<file path="src/rtl/rf_wr_arbiter_if.sv">
// Register-file write-port arbitration bundle: WB request, MC issue/result
// handshake, ID-stage source operands and the shared RF write port.
// The master side is the pipeline (WB, MC unit, ID); the slave is the arbiter.
interface rf_wr_arbiter_if #(
  parameter int DEPTH = 2
);
  logic                     wb_we;
  logic [4:0]               wb_rd;
  logic [31:0]              wb_data;
  logic                     wb_hold;
  logic                     mc_issue;
  logic [4:0]               mc_issue_rd;
  logic                     mc_valid;
  logic                     mc_ready;
  logic [4:0]               mc_rd;
  logic [31:0]              mc_data;
  logic [4:0]               rs1;
  logic [4:0]               rs2;
  logic                     hazard_stall;
  logic                     RFWr;
  logic [4:0]               WrDtAdr;
  logic [31:0]              WrDt;
  logic [$clog2(DEPTH):0]   pend_cnt;

  modport master (
    output wb_we, wb_rd, wb_data, mc_issue, mc_issue_rd,
           mc_valid, mc_rd, mc_data, rs1, rs2,
    input  wb_hold, mc_ready, hazard_stall, RFWr, WrDtAdr, WrDt, pend_cnt
  );

  modport slave (
    input  wb_we, wb_rd, wb_data, mc_issue, mc_issue_rd,
           mc_valid, mc_rd, mc_data, rs1, rs2,
    output wb_hold, mc_ready, hazard_stall, RFWr, WrDtAdr, WrDt, pend_cnt
  );
endinterface

</file>
<file path="src/rtl/rf_wr_arbiter.sv">
// rf_wr_arbiter: shares the single RF write port between the in-order WB stage
// and a multi-cycle (MUL/DIV) unit. MC results are queued in a small FIFO, MC
// destinations are tracked in a busy scoreboard for ID hazard detection, and a
// starvation counter forces the buffered head onto the port after STARVE_LIMIT
// consecutive losses to WB.
// Optional feature macro ARB_BYPASS_EN: an MC result may drive the RF port in
// its arrival cycle when the buffer is empty and WB is not writing.
module rf_wr_arbiter #(
  parameter int DEPTH        = 2,
  parameter int STARVE_LIMIT = 4
) (
  input  logic            clk,
  input  logic            rst_n,
  rf_wr_arbiter_if.slave  bus
);

  localparam int AW = $clog2(DEPTH);
  localparam int CW = AW + 1;
  localparam int SW = $clog2(STARVE_LIMIT + 1);
  localparam logic [CW-1:0] FULL_CNT   = CW'(DEPTH);
  localparam logic [SW-1:0] STARVE_MAX = SW'(STARVE_LIMIT);

  logic [4:0]    bufRd   [DEPTH];
  logic [31:0]   bufData [DEPTH];
  logic [AW-1:0] wrPtr;
  logic [AW-1:0] rdPtr;
  logic [CW-1:0] count;
  logic [SW-1:0] starve;
  logic [31:0]   busy;

  logic          headValid;
  logic          full;
  logic          wbReq;
  logic          accept;
  logic          push;
  logic          pop;
  logic          bypass;
  logic          wbWin;
  logic [31:0]   setMask;
  logic [31:0]   clrMask;

  // Buffer status, request qualification and the MC accept handshake.
  always_comb begin
    headValid        = (count != '0);
    full             = (count == FULL_CNT);
    wbReq            = bus.wb_we && (bus.wb_rd != 5'd0);
    accept           = rst_n && !full && bus.mc_valid;
    bus.mc_ready     = rst_n && !full;
    bus.pend_cnt     = count;
    bus.hazard_stall = rst_n && (busy[bus.rs1] || busy[bus.rs2]);
  end

  // Write-port grant: starved head, then WB, then buffered head, then bypass.
  always_comb begin
    pop         = 1'b0;
    bypass      = 1'b0;
    wbWin       = 1'b0;
    bus.RFWr    = 1'b0;
    bus.WrDtAdr = 5'd0;
    bus.WrDt    = 32'd0;
    bus.wb_hold = 1'b0;
    if (rst_n) begin
      if (headValid && (starve == STARVE_MAX)) begin
        pop         = 1'b1;
        bus.RFWr    = 1'b1;
        bus.WrDtAdr = bufRd[rdPtr];
        bus.WrDt    = bufData[rdPtr];
        bus.wb_hold = wbReq;
      end else if (wbReq) begin
        wbWin       = 1'b1;
        bus.RFWr    = 1'b1;
        bus.WrDtAdr = bus.wb_rd;
        bus.WrDt    = bus.wb_data;
      end else if (headValid) begin
        pop         = 1'b1;
        bus.RFWr    = 1'b1;
        bus.WrDtAdr = bufRd[rdPtr];
        bus.WrDt    = bufData[rdPtr];
      end
`ifdef ARB_BYPASS_EN
      else if (accept && (bus.mc_rd != 5'd0)) begin
        bypass      = 1'b1;
        bus.RFWr    = 1'b1;
        bus.WrDtAdr = bus.mc_rd;
        bus.WrDt    = bus.mc_data;
      end
`endif
    end
  end

  // Push decision and scoreboard set/clear masks; a set on the same rd wins.
  always_comb begin
    push    = accept && (bus.mc_rd != 5'd0) && !bypass;
    setMask = 32'd0;
    clrMask = 32'd0;
    if (bus.mc_issue && (bus.mc_issue_rd != 5'd0)) setMask[bus.mc_issue_rd] = 1'b1;
    if (pop)    clrMask[bufRd[rdPtr]] = 1'b1;
    if (bypass) clrMask[bus.mc_rd]    = 1'b1;
  end

  // Control state: FIFO pointers and occupancy, starvation counter, scoreboard.
  always_ff @(posedge clk or negedge rst_n) begin
    if (!rst_n) begin
      wrPtr  <= '0;
      rdPtr  <= '0;
      count  <= '0;
      starve <= '0;
      busy   <= 32'd0;
    end else begin
      if (push) wrPtr <= wrPtr + 1'b1;
      if (pop)  rdPtr <= rdPtr + 1'b1;
      case ({push, pop})
        2'b10:   count <= count + 1'b1;
        2'b01:   count <= count - 1'b1;
        default: count <= count;
      endcase
      if (!headValid || pop)                   starve <= '0;
      else if (wbWin && (starve != STARVE_MAX)) starve <= starve + 1'b1;
      busy <= ((busy & ~clrMask) | setMask) & ~32'd1;
    end
  end

  // Buffer storage: written at the tail on push, read only while valid.
  always_ff @(posedge clk) begin
    if (push) begin
      bufRd[wrPtr]   <= bus.mc_rd;
      bufData[wrPtr] <= bus.mc_data;
    end
  end

endmodule

</file>
<file path="src/flat_wrapper.sv">
// flat-port wrapper written by rule: the top's interface ports become plain ports
module rf_wr_arbiter_flat 
#(
  parameter int DEPTH        = 2,
  parameter int STARVE_LIMIT = 4
)
  (clk, rst_n, bus_wb_we, bus_wb_rd, bus_wb_data, bus_mc_issue, bus_mc_issue_rd, bus_mc_valid, bus_mc_rd, bus_mc_data, bus_rs1, bus_rs2, bus_wb_hold, bus_mc_ready, bus_hazard_stall, bus_RFWr, bus_WrDtAdr, bus_WrDt, bus_pend_cnt);
  rf_wr_arbiter_if #(.DEPTH(DEPTH)) bus_i ();
  input  logic clk;
  input  logic rst_n;
  input wire logic [$bits(bus_i.wb_we)-1:0] bus_wb_we;
  input wire logic [$bits(bus_i.wb_rd)-1:0] bus_wb_rd;
  input wire logic [$bits(bus_i.wb_data)-1:0] bus_wb_data;
  input wire logic [$bits(bus_i.mc_issue)-1:0] bus_mc_issue;
  input wire logic [$bits(bus_i.mc_issue_rd)-1:0] bus_mc_issue_rd;
  input wire logic [$bits(bus_i.mc_valid)-1:0] bus_mc_valid;
  input wire logic [$bits(bus_i.mc_rd)-1:0] bus_mc_rd;
  input wire logic [$bits(bus_i.mc_data)-1:0] bus_mc_data;
  input wire logic [$bits(bus_i.rs1)-1:0] bus_rs1;
  input wire logic [$bits(bus_i.rs2)-1:0] bus_rs2;
  output wire logic [$bits(bus_i.wb_hold)-1:0] bus_wb_hold;
  output wire logic [$bits(bus_i.mc_ready)-1:0] bus_mc_ready;
  output wire logic [$bits(bus_i.hazard_stall)-1:0] bus_hazard_stall;
  output wire logic [$bits(bus_i.RFWr)-1:0] bus_RFWr;
  output wire logic [$bits(bus_i.WrDtAdr)-1:0] bus_WrDtAdr;
  output wire logic [$bits(bus_i.WrDt)-1:0] bus_WrDt;
  output wire logic [$bits(bus_i.pend_cnt)-1:0] bus_pend_cnt;
  assign bus_i.wb_we = bus_wb_we;
  assign bus_i.wb_rd = bus_wb_rd;
  assign bus_i.wb_data = bus_wb_data;
  assign bus_i.mc_issue = bus_mc_issue;
  assign bus_i.mc_issue_rd = bus_mc_issue_rd;
  assign bus_i.mc_valid = bus_mc_valid;
  assign bus_i.mc_rd = bus_mc_rd;
  assign bus_i.mc_data = bus_mc_data;
  assign bus_i.rs1 = bus_rs1;
  assign bus_i.rs2 = bus_rs2;
  assign bus_wb_hold = bus_i.wb_hold;
  assign bus_mc_ready = bus_i.mc_ready;
  assign bus_hazard_stall = bus_i.hazard_stall;
  assign bus_RFWr = bus_i.RFWr;
  assign bus_WrDtAdr = bus_i.WrDtAdr;
  assign bus_WrDt = bus_i.WrDt;
  assign bus_pend_cnt = bus_i.pend_cnt;
  rf_wr_arbiter #(.DEPTH(DEPTH), .STARVE_LIMIT(STARVE_LIMIT)) u_core (.clk(clk), .rst_n(rst_n), .bus(bus_i));
endmodule
</file>
<file path="config.mk">
export PLATFORM = sky130hd
export DESIGN_NAME = rf_wr_arbiter_flat
export DESIGN_NICKNAME = d
export VERILOG_FILES = /design/src/rtl/rf_wr_arbiter_if.sv /design/src/rtl/rf_wr_arbiter.sv /design/src/flat_wrapper.sv
export SDC_FILE = /design/constraint.sdc
export NUM_CORES = 1
export LEC_CHECK = 0
export CORE_UTILIZATION = 50
export DETAILED_ROUTE_END_ITERATION = 10
export DONT_BUFFER_PORTS = 1
export GPL_TIMING_DRIVEN = 0
export PLACE_DENSITY_LB_ADDON = 0.12
export REMOVE_ABC_BUFFERS = 1
export SLEW_MARGIN = 20
export SYNTH_ARGS = -nofsm -noshare
export SYNTH_HDL_FRONTEND = slang
export SYNTH_SLANG_ARGS = --single-unit
</file>
<file path="constraint.sdc">
create_clock -name clk -period 9.2 [get_ports clk]
set_input_delay 0.92 -clock clk [delete_from_list [all_inputs] [get_ports clk]]
set_output_delay 0.92 -clock clk [all_outputs]
set_load 0.02 [all_outputs]
</file>
# After elaboration in Yosys (flattened, before gate mapping)
# Memory sizes are Yosys's and may differ from the RTL's.
# Index checks and enable logic that the tools add are counted.
# word_totals
wordCells	81
inputBits	94
memories	2
ff_bits	38
output_inout_bits	43
mem_bits_rw	74
# op_classes
add_sub_neg	5
bitwise	3
eq_ne	5
reduce_logical	20
n_mux	35
n_lt_le_gt_ge	6
# mem_list
memory	depth	width	rd	rd_clocked_by_memory_dff	wr	line_no	text
u_core.bufData	2	32	1	0	1	rf_wr_arbiter.sv:24	logic [31:0] bufData [DEPTH];
u_core.bufRd	2	5	1	0	1	rf_wr_arbiter.sv:23	logic [4:0] bufRd [DEPTH];
# ops
op	n
$mux W32	6
$and A32 B32 Y32	1
$not A32 Y32	1
$or A32 B32 Y32	1
$lt A5 B6 Y1 const B	4
$mux W5	4
$mux W1	18
$reduce_bool A5 Y1	3
$bmux W1 S5	2
$demux W1 S5	2
$ge A5 B1 Y1 const B	2
$logic_and A1 B1 Y1	10
$mux W3	2
$reduce_bool A2 Y1	3
$eq A2 B2 Y1 const B	2
$pmux W2 S2	1
$add A3 B1 Y3 const B	1
$eq A3 B3 Y1 const B	1
$ne A3 B3 Y1 const B	1
$add A1 B1 Y1 const B	2
$add A2 B1 Y2 const B	1
$eq A2 B1 Y1 const B	1
$logic_not A1 Y1	2
$logic_or A1 B1 Y1	2
$sub A2 B1 Y2 const B	1

# Depth between registers and ports, before layout
# logic_depth
word_depth	9
depth_mapped	10
depth_no_buf	9

# Least setup slack after synthesis
# Ideal clock, no wire load.
# synth_path
path_kind	input port to flip-flop
startpoint	input port rst_n
endpoint	memory u_core.bufData[0][0] (enable)
path_buffers	0
arrival_time_ps	3410
required_time_ps	8764
setup_ps	436
slack_ps	5354
stages	5
cell_sequence	inv_1 -> a21oi_1 -> nand2_1 -> a21oi_1 -> nor2b_1
# synth_via
elab_chain_cells	5
# synth_rtl
item	line_no	text
start: declaration	flat_wrapper.sv:10	input logic rst_n;
$logic_and A1 B1 Y1	n/a	
net bus_mc_ready	flat_wrapper.sv:22	output wire logic [$bits(bus_i.mc_ready)-1:0] bus_mc_ready;
$logic_and A1 B1 Y1	rf_wr_arbiter.sv:47	accept = rst_n && !full && bus.mc_valid;
$logic_and A1 B1 Y1	rf_wr_arbiter.sv:93	push = accept && (bus.mc_rd != 5'd0) && !bypass;
$mux W1	rf_wr_arbiter.sv:125	if (push) begin
$mux W1 (not written as such)	rf_wr_arbiter.sv:127	bufData[wrPtr] <= bus.mc_data;
end: declaration	rf_wr_arbiter.sv:24	
# The timed path passes the listed nets, and every way through them passes these cells.

# Worst setup path in the final report
# layout_path
startpoint	input port bus_wb_rd[2]
endpoint	output port bus_WrDt[14]
# layout_via
elab_chain_cells	5
# layout_rtl
item	line_no	text
start: declaration	flat_wrapper.sv:12	input wire logic [$bits(bus_i.wb_rd)-1:0] bus_wb_rd;
$reduce_bool A5 Y1	rf_wr_arbiter.sv:46	wbReq = bus.wb_we && (bus.wb_rd != 5'd0);
$logic_and A1 B1 Y1	rf_wr_arbiter.sv:46	
$mux W32	rf_wr_arbiter.sv:69	end else if (wbReq) begin
$mux W32	rf_wr_arbiter.sv:63	if (headValid && (starve == STARVE_MAX)) begin
$mux W32	rf_wr_arbiter.sv:62	if (rst_n) begin
end: declaration	flat_wrapper.sv:26	output wire logic [$bits(bus_i.WrDt)-1:0] bus_WrDt;
# No other way between the ends.

==> results.toml <==
[clock_tree]
clockRootBuffer = "clkbuf_8"
cts_setup_buffers = 0
hold_buffers = 0
cts_max_path_buffers = 2
clock_latency_ns = 0.36
h-tree-depth = 3
clock-sinks = 112
clkTransAtPathRegs_ns = 0.11
cts_tree = "yes"
cts_resized = 0
cts_made_buffers = 9

[timing]
rsz0062_at_grt = "no"
finClkSkew_ns = 0.0114
fmax_mhz = 269
fin_crit_ns = 3.72
hold_viol_final = 0
period_share_pct = 40.4
setup_viol = 0
fin_hold_ws_ns = 0.236
finalMaxSlewViolations = 0
setup_tns_ns = 0
maxSlewHeadroom_pct = 29.9
tightestPinTransition_ns = 1.05

[critical_path]
r2r-start = "u_core.rdPtr"
crit_slowest_cell = "or4_4"
critical_path.top_delay_family = "compound AO/OA/AOI/OAI gates"
worst_setup_path_endpoint = "bus_WrDt[14]"
r2r_cells = 4
cp-end-kind = "output pin"
worst-path-buf-inv = 1
crit_path_start = "bus_wb_rd[2]"
path_depth = 5
crit_path_start_kind = "primary input"
crit_arrival_ns = 2.80
worst-setup-path-type = "primary input to output pin"
cp_cell_sequence = "or4_4 > o21ai_2 > o21ai_4 > buf_16 > o21ai_0"
slowest_delay_ns = 0.55
rr_endpoint = "u_core.busy[7]"
cp_max_fo = 32
critPathRequiredTime_ns = 8.28
rrSetupSlack_ns = 6.52

[placed_design]
io_buffers = 0
gp_congestion = 0.881
placedCellCount = 565
dp_hpwl_um = 8150

[detailed_routing]
drtIter0Drc = 196
vias_per_cell = 5.95
dr_total_vias = 3452
drt-wirelength-per-cell_um = 19.5
wl_um = 11300
postRouteAntennaNets = 0
drcViolationCount = 0
first_pass_iters = 4

[floorplan]
core_area_um2 = 10500
core.rowCount = 37
pin_count = 137
die-area_um2 = 11300
die_x_um = 106
die_h_um = 106
start_util_pct = 52.2

[hold_path]
min_path_type = "primary input to asynchronous set/reset pin"

[power_and_ir_drop]
p_per_area_nw_per_um2 = 253
power.leakage_uw = 0.00209
ir_drop_v = 0.000123
power_uw = 1470

[synthesis]
syn_avg_cell_area_um2 = 12.3
synth_area_leaders = "edfxtp_1, dfrtp_1, mux2i_1"
synthFlopType = "edfxtp_1"
syn-instance-count = 445
synth.largest_area_cell = "edfxtp_1"
syn_area_um2 = 5460
synth_edf_count = 74
async_flop_share_pct = 33.9
ys_warn_count = 0
ys_ff_latch = 112
ys_types = 46
netlist.area_leader.share_pct = 40.7
ys_seq_area_share_pct = 58.2

[run_status]
outcome = "finished clean"

[global_routing]
antenna_found_initial = 0
grt_pass1_wl_um = 17900
grt_pass1_vias = 3292
grt_usage_pct = 21.0
overflow = 0
grt_max_degree = 46

[run]
cap_violations = 0

[finish]
drive_above_1_share_pct = 10.8
layout_commonest_cell = "nand2_1"
stdcell_count = 580
nets = 537
final_cell_mix = "nand2_1, edfxtp_1, o21ai_0"
syn_to_final_growth_pct = 6.60
fin_util_pct = 55.6
diodes = 0
nFillCells = 902
## registers in the layout, summed over array words and instances (netlist names)
register             count
u_core.starve            3
u_core.bus.pend_cnt      2
u_core.bufData          64
u_core.busy             31
u_core.wrPtr             1
u_core.bufRd            10
u_core.rdPtr             1
## cell usage after synthesis (3+ instances only)
cell type / n
a21oi_1: 6
a22o_1: 13
a32o_1: 4
buf_2: 8
clkbuf_1: 8
dfrtp_1: 38
edfxtp_1: 74
ha_1: 3
inv_1: 10
mux2_2: 4
mux2i_1: 38
mux4_2: 13
nand2_1: 81
nand2b_1: 4
nand4b_1: 6
nor2_1: 19
nor2b_1: 5
nor3_1: 11
nor3_4: 4
nor3b_1: 6
o21ai_0: 39
o21ai_1: 12
o2bb2ai_1: 6
xnor2_1: 4
## stage by stage
| stage | setup slack, ns | cell area (um2) |
|---|---|---|
| final | 5.48 | 5820 |
| after global routing | 5.39 | 5820 |
| after CTS | 5.48 | 5820 |
| after detailed placement | 5.48 | 5630 |
| after global placement | 4.21 | 5530 |
| after floorplan | 5.35 | 5360 |
## area by class of cell
| class | count | area (um2) | area share (%) |
|---|---|---|---|
| clock buffers | 9 | 124 | 2.13 |
| clock inverters | 6 | 63.8 | 1.10 |
| inverters | 10 | 37.5 | 0.645 |
| multi-input cells | 304 | 2180 | 37.4 |
| flip-flops and latches | 112 | 3180 | 54.6 |
| well taps | 136 | 170 | 2.93 |
| repair buffers | 3 | 67.6 | 1.16 |
## how the worst min path moves through the flow
stage | startpoint | slack (ns) | to | cells past startpoint
after CTS | rst_n | 0.22 | u_core.busy[20] | 0
after global routing | rst_n | 0.20 | u_core.busy[21] | 0
after floorplan | u_core.wrPtr | 0.46 | u_core.wrPtr | 1
final | rst_n | 0.24 | u_core.busy[18] | 0
after global placement | u_core.wrPtr | 0.47 | u_core.wrPtr | 1
after detailed placement | u_core.busy[20] | 0.49 | u_core.busy[20] | 1
## cells by family after synthesis
kind of cell	count (synthesis)	share of synthesized area, %
flip-flops	112	58.2
AO/OA/AOI/OAI	96	11.6
XOR/XNOR	6	0.963
adder cells (fa/ha/maj)	3	0.688
multiplexers	56	13.4
buffers and inverters	29	2.45
AND/OR/NAND/NOR	143	12.8
## routing by layer
layer / part of all wire, % / vias up / global-route usage [%]
met5: 0 / - / 0
met4: 1.3 / 0 / 6.07
met3: 6.2 / 13 / 4.66
met2: 48 / 120 / 32.7
met1: 45 / 1667 / 29.7
li1: - / 1652 / -
## power breakdown
| group | switching (uW) | total [uW] | internal, uW | leakage (uW) |
|---|---|---|---|---|
| Sequential | 124 | 781 | 656 | 0.00113 |
| Clock | 173 | 278 | 105 | 0.0000925 |
| Combinational | 215 | 413 | 198 | 0.000875 |
| Total | 513 | 1470 | 959 | 0.00209 |
## worst register-to-register path, stage by stage, from the launching register on
cell and delay (ns):
dfrtp_4 0.92, mux2i_1 0.71, nor3b_1 0.63, nand2_1 0.12
a32o_1 0.22
No activity file was read; power rests on OpenSTA's default activity.
